==> src/rtl/fetch_pkg.sv <==
// Shared constants and state encoding for the instruction-fetch sequencer.
package fetch_pkg;

  localparam int ADDR_W = 8;
  localparam int DATA_W = 16;

  localparam logic [ADDR_W-1:0] RESET_PC  = 8'h00;
  localparam logic [DATA_W-1:0] HALT_WORD = 16'h9800;

  typedef enum logic [1:0] {
    IDLE  = 2'd0,
    FETCH = 2'd1,
    HALT  = 2'd2
  } fetch_state_t;

endpackage

==> src/rtl/fetch_pipe_reg.sv <==
// Holding register between the ROM and decode: instruction word, its address
// and a valid flag. Flush wins over load; with neither, the contents hold.
module fetch_pipe_reg
  import fetch_pkg::*;
(
  input  logic              clk,
  input  logic              reset,
  input  logic              i_load,
  input  logic              i_flush,
  input  logic [DATA_W-1:0] i_instr,
  input  logic [ADDR_W-1:0] i_pc,
  output logic [DATA_W-1:0] o_instr,
  output logic [ADDR_W-1:0] o_pc,
  output logic              o_valid
);

  logic [DATA_W-1:0] r_instr;
  logic [ADDR_W-1:0] r_pc;
  logic              r_valid;

  // Capture, flush or hold the word presented to decode.
  always_ff @(posedge clk or posedge reset) begin
    // NOTE: state registers use non-blocking (<=) so every flop samples the
    // pre-edge values regardless of block ordering.
    if (reset) begin
      r_instr <= '0;
      r_pc    <= '0;
      r_valid <= 1'b0;
    end else if (i_flush) begin
      r_valid <= 1'b0;
    end else if (i_load) begin
      r_instr <= i_instr;
      r_pc    <= i_pc;
      r_valid <= 1'b1;
    end
  end

  assign o_instr = r_instr;
  assign o_pc    = r_pc;
  assign o_valid = r_valid;

endmodule

==> src/rtl/fetch_sequencer.sv <==
// Instruction-fetch controller: owns the PC, drives the combinational ROM,
// and hands registered words to decode over a valid/ready handshake.
// Optional build macro FETCH_PERF_CNT_EN adds saturating fetch/stall counters.
module fetch_sequencer
  import fetch_pkg::*;
(
  input  logic              clk,
  input  logic              reset,
  input  logic              start,
  output logic [ADDR_W-1:0] rom_address,
  input  logic [DATA_W-1:0] rom_data,
  output logic [DATA_W-1:0] instr,
  output logic [ADDR_W-1:0] instr_pc,
  output logic              instr_valid,
  input  logic              instr_ready,
  input  logic              redirect_valid,
  input  logic [ADDR_W-1:0] redirect_pc,
  output logic              halted,
  output logic              busy
`ifdef FETCH_PERF_CNT_EN
  ,
  output logic [15:0]       fetch_count,
  output logic [15:0]       stall_count
`endif
);

  fetch_state_t      r_state, w_next_state;
  logic [ADDR_W-1:0] r_pc, w_pc_next;
  logic              r_halted, w_halted_next;

  logic              w_load, w_flush;
  logic              w_valid;
  logic              w_start_take;
  logic              w_redirect_take;
  logic              w_advance;
  logic              w_accept;

  // Start restarts from IDLE or HALT; redirect acts in FETCH/HALT until halted.
  assign w_start_take    = start && (r_state != FETCH);
  assign w_redirect_take = redirect_valid && (r_state != IDLE) && !r_halted
                           && !w_start_take;
  assign w_advance       = !w_valid || instr_ready;
  assign w_accept        = w_valid && instr_ready && !w_redirect_take;

  // Next-state, PC and pipe-register control.
  always_comb begin
    // NOTE: every output of this block gets a default first, so no path
    // leaves a signal unassigned and no latch is inferred.
    w_next_state  = r_state;
    w_pc_next     = r_pc;
    w_halted_next = r_halted;
    w_load        = 1'b0;
    w_flush       = 1'b0;

    unique case (r_state)
      IDLE: begin
        if (w_start_take) begin
          w_next_state  = FETCH;
          w_pc_next     = RESET_PC;
          w_halted_next = 1'b0;
          w_flush       = 1'b1;
        end
      end

      FETCH: begin
        if (w_redirect_take) begin
          w_pc_next = redirect_pc;
          w_flush   = 1'b1;
        end else if (w_advance) begin
          w_load    = 1'b1;
          w_pc_next = r_pc + 1'b1;  // wraps modulo 2^ADDR_W
          if (rom_data == HALT_WORD) w_next_state = HALT;
        end
      end

      HALT: begin
        if (w_start_take) begin
          w_next_state  = FETCH;
          w_pc_next     = RESET_PC;
          w_halted_next = 1'b0;
          w_flush       = 1'b1;
        end else if (w_redirect_take) begin
          w_next_state = FETCH;
          w_pc_next    = redirect_pc;
          w_flush      = 1'b1;
        end else if (w_valid && instr_ready) begin
          // Decode took the halt word: fetch is now fully stopped.
          w_halted_next = 1'b1;
          w_flush       = 1'b1;
        end
      end

      default: w_next_state = IDLE;
    endcase
  end

  // State, PC and halted flag registers.
  always_ff @(posedge clk or posedge reset) begin
    if (reset) begin
      r_state  <= IDLE;
      r_pc     <= RESET_PC;
      r_halted <= 1'b0;
    end else begin
      r_state  <= w_next_state;
      r_pc     <= w_pc_next;
      r_halted <= w_halted_next;
    end
  end

  fetch_pipe_reg u_pipe (
    .clk     (clk),
    .reset   (reset),
    .i_load  (w_load),
    .i_flush (w_flush),
    .i_instr (rom_data),
    .i_pc    (r_pc),
    .o_instr (instr),
    .o_pc    (instr_pc),
    .o_valid (w_valid)
  );

  assign rom_address = r_pc;
  assign instr_valid = w_valid;
  assign halted      = r_halted;
  assign busy        = (r_state == FETCH);

`ifdef FETCH_PERF_CNT_EN
  logic [15:0] r_fetch_count;
  logic [15:0] r_stall_count;
  logic        w_stall;

  assign w_stall = w_valid && !instr_ready;

  // Saturating performance counters, cleared whenever fetch restarts.
  always_ff @(posedge clk or posedge reset) begin
    if (reset) begin
      r_fetch_count <= '0;
      r_stall_count <= '0;
    end else if (w_start_take) begin
      r_fetch_count <= '0;
      r_stall_count <= '0;
    end else begin
      if (w_accept && (r_fetch_count != 16'hFFFF)) r_fetch_count <= r_fetch_count + 1'b1;
      if (w_stall  && (r_stall_count != 16'hFFFF)) r_stall_count <= r_stall_count + 1'b1;
    end
  end

  assign fetch_count = r_fetch_count;
  assign stall_count = r_stall_count;
`else
  // Accept strobe only feeds the optional counters.
  logic w_unused;
  assign w_unused = w_accept;
`endif

endmodule

==> config.mk <==
export PLATFORM = sky130hd
export DESIGN_NAME = fetch_sequencer
export DESIGN_NICKNAME = d
export VERILOG_FILES = /design/src/rtl/fetch_pkg.sv /design/src/rtl/fetch_pipe_reg.sv /design/src/rtl/fetch_sequencer.sv
export SDC_FILE = /design/constraint.sdc
export NUM_CORES = 1
export LEC_CHECK = 0
export ABC_AREA = 1
export CAP_MARGIN = 20
export CORE_UTILIZATION = 49
export CTS_CLUSTER_DIAMETER = 60
export CTS_CLUSTER_SIZE = 24
export DETAILED_ROUTE_END_ITERATION = 6
export PLACE_DENSITY = 0.91
export SYNTH_ARGS = -nofsm -noshare
export SYNTH_HDL_FRONTEND = slang
export SYNTH_SLANG_ARGS = --single-unit
==> constraint.sdc <==
create_clock -name clk -period 2.8 [get_ports clk]
set_input_delay 0.84 -clock clk [delete_from_list [all_inputs] [get_ports clk]]
set_output_delay 0.84 -clock clk [all_outputs]
set_load 0.05 [all_outputs]
==> results of run 1 <==
-- per-layer routing --
layer	vias to the layer above	GRT usage, %
li1	918	-
met2	63	39.0
met5	-	0
met1	834	30.7
met3	8	3.93
met4	0	10.6
-- logic make-up (layout without fill, tap and decap cells) --
family / after synthesis / after routing / share of synthesized area [%]
and+or+nand+nor: 174 / 174 / 40.1
DFF: 36 / 36 / 47.6
buffers and inverters: 25 / 92 / 6.28
AOI/OAI and AO/OA: 7 / 7 / 2.31
adders and majority gates: 5 / 5 / 3.30
xor gates and xnor gates: 1 / 1 / 0.463
-- report_power, final --
group / total [uW] / switching [uW] / internal (uW)
clock network: 372 / 176 / 196
registers: 927 / 183 / 744
logic: 2080 / 1440 / 646
-- flip-flops by register name (all words and copies together) (netlist names) --
signal / count
rom_address: 8
halted: 1
r_state: 2
u_pipe.o_instr: 16
u_pipe.o_pc: 8
u_pipe.o_valid: 1
-- final cells by class --
type | instances | area (sq um) | share of cell area, %
flip-flops and latches | 36 | 901 | 34.1
multi-input cells | 187 | 873 | 33.1
repair buffers | 65 | 643 | 24.3
clock buffers | 6 | 82.6 | 3.13
inverters | 19 | 71.3 | 2.70
well taps | 48 | 60.1 | 2.27
clock inverters | 2 | 10.0 | 0.379
-- Yosys cell counts, drive strengths merged --
| library cell | n |
|---|---|
| o21ai | 4 |
| nor4 | 1 |
| o22a | 1 |
| xnor2 | 1 |
| nand3b | 1 |
| and3 | 1 |
| nand2 | 116 |
| inv | 19 |
| or2 | 1 |
| nand3 | 39 |
| a22oi | 1 |
| buf | 6 |
| dfrtp | 36 |
| nor2 | 13 |
| nand4 | 2 |
| o21bai | 1 |
| ha | 5 |
-- final timing paths --
check / from / endpoint / slack, ns / depth (start not counted)
max in group asynchronous: reset / u_pipe.o_valid / 1.52 / 3
worst min register to register: u_pipe.o_instr[3] / u_pipe.o_instr[3] / 0.47 / 2
worst min-delay path: u_pipe.o_instr[3] / u_pipe.o_instr[3] / 0.47 / 2
min in group asynchronous: reset / u_pipe.o_instr[2] / 0.96 / 3
worst max register to register: r_state[1] / u_pipe.o_instr[6] / 0.89 / 11
worst max-delay path: rom_address[5] / rom_address[5] / 0.34 / 1
-- placed cells by master (no fill, tap or decap) --
master           instances
and3_1                   1
or2_2                    1
nor4_1                   1
nand4_1                  2
o22a_1                   1
nor2_4                   1
dfrtp_1                 36
o21bai_1                 1
inv_1                   17
clkbuf_8                 6
nand2_2                  2
nand3_1                 37
nand3b_1                 1
nor2_1                  11
buf_4                    3
xnor2_1                  1
inv_2                    2
o21ai_0                  3
nor2_2                   1
nand3_2                  2
nand2_1                112
nand2_4                  2
a22oi_1                  1
clkinv_2                 2
clkdlybuf4s50_1         62
ha_1                     5
o21ai_1                  1
-- stage by stage --
step	setup WS, ns	cells	total power (uW)	util, %
after floorplan	0.854	248	2400	-
after global placement	0.490	355	2970	69.1
after detailed placement	0.410	355	3010	69.1
after CTS	0.341	363	3390	71.6
after global routing	0.299	363	3590	71.6
final	0.339	363	3380	71.6
==> flow_summary_export.csv, run 1 <==
group,metric,value,unit
yosys,synth_warnings,0,
global_routing,overflow,0,
cells_and_area,final_area,2640,sq um
yosys,syn_inst,248,
yosys,synth_top_cell_area_share,47.6,%
timing,setup_viol,0,
worst_setup_path,path_cells,"clkdlybuf4s50_1",
timing,fin_crit_sh,87.9,%
yosys,syn_nets,282,
global_routing,grt_pass1_wl,7500,microns
routing,wl_met2,2250,microns
timing,relSlewSlack,66.2,%
worst_setup_path,crit_buf_inv,1,
global_routing,grt_pass1_vias,1693,
floorplanning,row_count,22,
placed_design,gp_congestion,0.865,
routing,antenna_left,0,
yosys,synth_top_area_cell,"dfrtp_1",
clocking,cts_made_buffers,5,
routing,wl_per_cell,12.5,microns
routing,wl,4540,microns
worst_setup_path,criticalPathCategory,"flip-flop to output pin",
clocking,htreeDepth,2,
floorplanning,die_w,64.2,microns
power,vdd.ir_drop.worst,0.840,mV
clocking,cts_resized,0,
placed_design,dp_hpwl,3360,microns
routing,topRoutingLayerUsed,"met4",
global_routing,antenna_found_initial,0,
global_routing,grtUsageTotal,23.7,%
yosys,yosysSeqAreaShare,47.6,%
cells_and_area,n_fill_cell,291,
timing,skew,0.00507,ns
worst_setup_path,worstPathArrival,1.62,ns
cells_and_area,final_layout_size_suffix_gt1_share,6.98,%
floorplanning,floorplan.initialDensity,51.3,%
worst_setup_path,cp.required,1.96,ns
timing,setup_tns,0,ns
yosys,synth_area_leaders,"dfrtp_1 (48%), nand2_1 (22%), nand3_1 (9.8%)",
floorplanning,core-area,3690,sq um
routing,via_per_inst,5.02,
worst_setup_path,crit_slowest_cell,"clkdlybuf4s50_1",
floorplanning,dieArea,4120,sq um
placed_design,dpl-instance-area,2550,sq um
floorplanning,io_pins,64,
floorplanning,die_h,64.2,microns
run_status,status,"complete, no violations",
clocking,cts_hold_buffers,0,
worst_hold_path,min_path_type,"flip-flop to flip-flop",
run,max_cap_violations,0,
worst_setup_path,end_kind,"output pin",
worst_setup_path,critPathMaxFanout,8,
routing,met1_length,1990,microns
routing,drt_pass1_iterations,5,
routing,dr_wl_met3,222,microns
placed_design,numPortBuffers,63,
power,p_per_area,1280,nW/um^2
routing,drt_iter0_drc,143,
cells_and_area,area_delta_synth_final,39.5,%
worst_setup_path,critPathLaunchType,"flip-flop",
yosys,ys_types,26,
routing,drcViolationCount,0,
timing,rsz0062_at_grt,"false",
routing,vias,1823,
power,p_leak,0.00135,uW
clocking,cts_setup_buffers,0,
worst_setup_path,cpPeakStageDelay,0.85,ns
clocking,clkSinkCount,36,
timing,fin_crit,2.46,ns
timing,hold_viol_final,0,
worst_setup_path,crit_family,"buffers and inverters",
clocking,clk_root_buffer_cell,"clkbuf_8",
clocking,clk_path_buf_depth,2,
clocking,path_clk_slew,0.07,ns
yosys,syn_area,1890,sq um
yosys,synth.ff_latch_count,36,
cells_and_area,fin_nets,348,
cells_and_area,antennaDiodeCount,0,
timing,report.final.slew_viol_count,0,
yosys,avgSynthCellArea,7.63,sq um
clocking,insertion_delay,0.28,ns
timing,fmax,406,MHz
timing,whs,0.473,ns
clocking,tritoncts,"yes",
global_routing,grt_max_degree,37,
timing,worst_pin_slew,0.506,ns
Power figures use the tool's default switching activity.
==> inputs of run 2 (changes only) <==
--- a/config.mk
+++ b/config.mk
@@ -6,12 +6,15 @@
 export NUM_CORES = 1
 export LEC_CHECK = 0
 export ABC_AREA = 1
+export ABC_CLOCK_PERIOD_IN_PS = 2800
 export CAP_MARGIN = 20
+export CORE_MARGIN = 5
 export CORE_UTILIZATION = 49
 export CTS_CLUSTER_DIAMETER = 60
 export CTS_CLUSTER_SIZE = 24
 export DETAILED_ROUTE_END_ITERATION = 6
 export PLACE_DENSITY = 0.91
+export SETUP_SLACK_MARGIN = 0.05
 export SYNTH_ARGS = -nofsm -noshare
 export SYNTH_HDL_FRONTEND = slang
 export SYNTH_SLANG_ARGS = --single-unit
==> run 2 against run 1 <==
Critical path depth unchanged; setup slack got worse by 0.019 ns; clock skew decreased by 0.0036 ns; via count increased by 1.9%; die area increased by 26%; fmax decreased by 0.77%; critical path type unchanged.
==> flow_summary_export.csv, run 2 (synthesized netlist as in run 1, its figures left out) <==
group,metric,value,unit
routing,drcViolationCount,0,
power,p_leak,0.00135,uW
power,p_clk_share,11.7,%
timing,hold_viol_final,0,
clocking,cts_hold_buffers,0,
clocking,clkSinkCount,36,
worst_setup_path,path_cells,"clkdlybuf4s50_1",
run,max_cap_violations,0,
worst_setup_path,rrSetupSlack,0.86,ns
routing,drt_pass1_iterations,4,
global_routing,antenna_found_initial,0,
worst_setup_path,r2r-end,"u_pipe.o_instr[15]",
cells_and_area,final_layout_size_suffix_gt1_share,6.98,%
power,p_per_area,1290,nW/um^2
timing,relSlewSlack,64.9,%
clocking,insertion_delay,0.29,ns
clocking,clk_path_buf_depth,2,
floorplanning,row_count,22,
placed_design,numPortBuffers,63,
clocking,cts_made_buffers,5,
cells_and_area,layout_commonest_cell,"nand2_1",
clocking,htreeDepth,2,
worst_setup_path,criticalPathCategory,"flip-flop to output pin",
power,swShare,53.4,%
global_routing,grtUsageTotal,19.6,%
floorplanning,die_h,72.2,microns
worst_setup_path,crit_buf_inv,1,
floorplanning,core-area,3690,sq um
floorplanning,floorplan.initialDensity,51.3,%
cells_and_area,final_cell_mix,"nand2_1 (112), clkdlybuf4s50_1 (62), nand3_1 (37), dfrtp_1 (36), inv_1 (17)",
worst_setup_path,worstPathArrival,1.64,ns
clocking,path_clk_slew,0.07,ns
power,p_int,1590,uW
run_status,status,"complete, no violations",
timing,skew,0.00145,ns
routing,antenna_left,0,
routing,wl,4840,microns
floorplanning,die_w,72.2,microns
global_routing,grt_max_degree,37,
worst_hold_path,min_path_cells,2,
worst_hold_path,holdPathEnd,"u_pipe.o_instr[1]",
placed_design,dp_hpwl,3710,microns
worst_setup_path,end_kind,"output pin",
worst_setup_path,reg2reg_from,"r_state[1]",
routing,via_per_inst,5.12,
timing,worst_pin_slew,0.524,ns
cells_and_area,largest_register_ffs,16,
timing,fmax,403,MHz
timing,rsz0062_at_grt,"false",
global_routing,grt_pass1_vias,1703,
cells_and_area,fin_nets,348,
power,pwr-share-seq,26.7,%
worst_setup_path,reg2regPathDepth,11,
clocking,cts_resized,0,
cells_and_area,area_delta_synth_final,39.7,%
cells_and_area,finalNonFillerCells,363,
clocking,tritoncts,"yes",
timing,fin_crit_sh,88.6,%
placed_design,gp_congestion,0.898,
worst_setup_path,crit_family,"buffers and inverters",
timing,fin_crit,2.48,ns
power,power_frac_comb,61.6,%
timing,setup_tns,0,ns
routing,wl_per_cell,13.3,microns
worst_setup_path,crit_start,"rom_address[5]",
timing,setup_viol,0,
global_routing,grt_pass1_wl,7920,microns
worst_setup_path,critPathLaunchType,"flip-flop",
worst_setup_path,critPathMaxFanout,8,
floorplanning,dieArea,5210,sq um
worst_hold_path,hold_path.startpoint,"u_pipe.o_instr[1]",
worst_setup_path,cpPeakStageDelay,0.86,ns
cells_and_area,n_fill_cell,293,
cells_and_area,antennaDiodeCount,0,
power,vdd.ir_drop.worst,0.751,mV
clocking,clk_root_buffer_cell,"clkbuf_8",
placed_design,place_inst,355,
global_routing,overflow,0,
floorplanning,io_pins,64,
clocking,cts_setup_buffers,0,
worst_setup_path,crit_slowest_cell,"clkdlybuf4s50_1",
routing,vias,1857,
routing,drt_iter0_drc,143,
power,switchingPower,1830,uW
worst_hold_path,min_path_type,"flip-flop to flip-flop",
timing,report.final.slew_viol_count,0,
worst_setup_path,cp.required,1.96,ns
## run 2: power groups by stage
| stage | sequential (uW) | clock [uW] | combinational [uW] |
|---|---|---|---|
| 6_report | 914 | 399 | 2100 |
| 5_1_grt | 951 | 432 | 2260 |
| 4_1_cts | 913 | 407 | 2120 |
| 3_5_place_dp | 922 | 0 | 2120 |
| 3_3_place_gp | 921 | 0 | 2060 |
| 2_1_floorplan | 1610 | 0 | 789 |
## run 2: routing by layer
metal / up-vias / part of all wire [%] / global-route usage (%) / wire [microns]
li1: 921 / - / - / -
met5: - / 0 / 0 / 0
met1: 851 / 40 / 23.7 / 1930
met2: 73 / 52 / 33.4 / 2510
met3: 12 / 6.6 / 5.68 / 317
met4: 0 / 1.8 / 6.68 / 88
## run 2: cell type report
type,count,area (sq um),share of cell area [%]
inverters,19,71.3,2.70
clock buffers,6,82.6,3.12
flip-flops and latches,36,901,34.1
well taps,48,60.1,2.27
clock inverters,2,13.8,0.520
multi-input cells,187,873,33.0
repair buffers,65,643,24.3
## run 2: per-stage QoR
step,setup slack [ns],hold slack [ns],total power (uW),cell area (sq um),util (%)
5_1_grt,0.270,0.504,3640,2650,71.7
3_5_place_dp,0.427,0.461,3040,2550,69.1
2_1_floorplan,0.854,0.490,2400,1890,-
6_report,0.320,0.478,3420,2650,71.7
3_3_place_gp,0.492,0.454,2980,2550,69.1
4_1_cts,0.307,0.480,3440,2650,71.7
## run 2: tightest hold or removal path: cells and delay by family, from the launching register on
family           cells  cell delay, ns
flip-flops           1            0.35
AND/OR/NAND/NOR      2            0.09
## run 2: worst max path at each step
stage                     cells past startpoint  slack [ns]                  to
after floorplan                               7        0.85      u_pipe.o_pc[5]
after global placement                        9        0.49      u_pipe.o_pc[5]
after detailed placement                      9        0.43  u_pipe.o_instr[10]
after CTS                                     1        0.31      rom_address[5]
after global routing                          1        0.27      rom_address[5]
final                                         1        0.32      rom_address[5]
==> inputs of run 3 (changes only) <==
--- a/config.mk
+++ b/config.mk
@@ -13,6 +13,7 @@
 export CTS_CLUSTER_DIAMETER = 60
 export CTS_CLUSTER_SIZE = 24
 export DETAILED_ROUTE_END_ITERATION = 6
+export GPL_TIMING_DRIVEN = 1
 export PLACE_DENSITY = 0.91
 export SETUP_SLACK_MARGIN = 0.05
 export SYNTH_ARGS = -nofsm -noshare
==> results of run 3 <==
No change in the layout: final DEF, timing and power equal those of run 2.
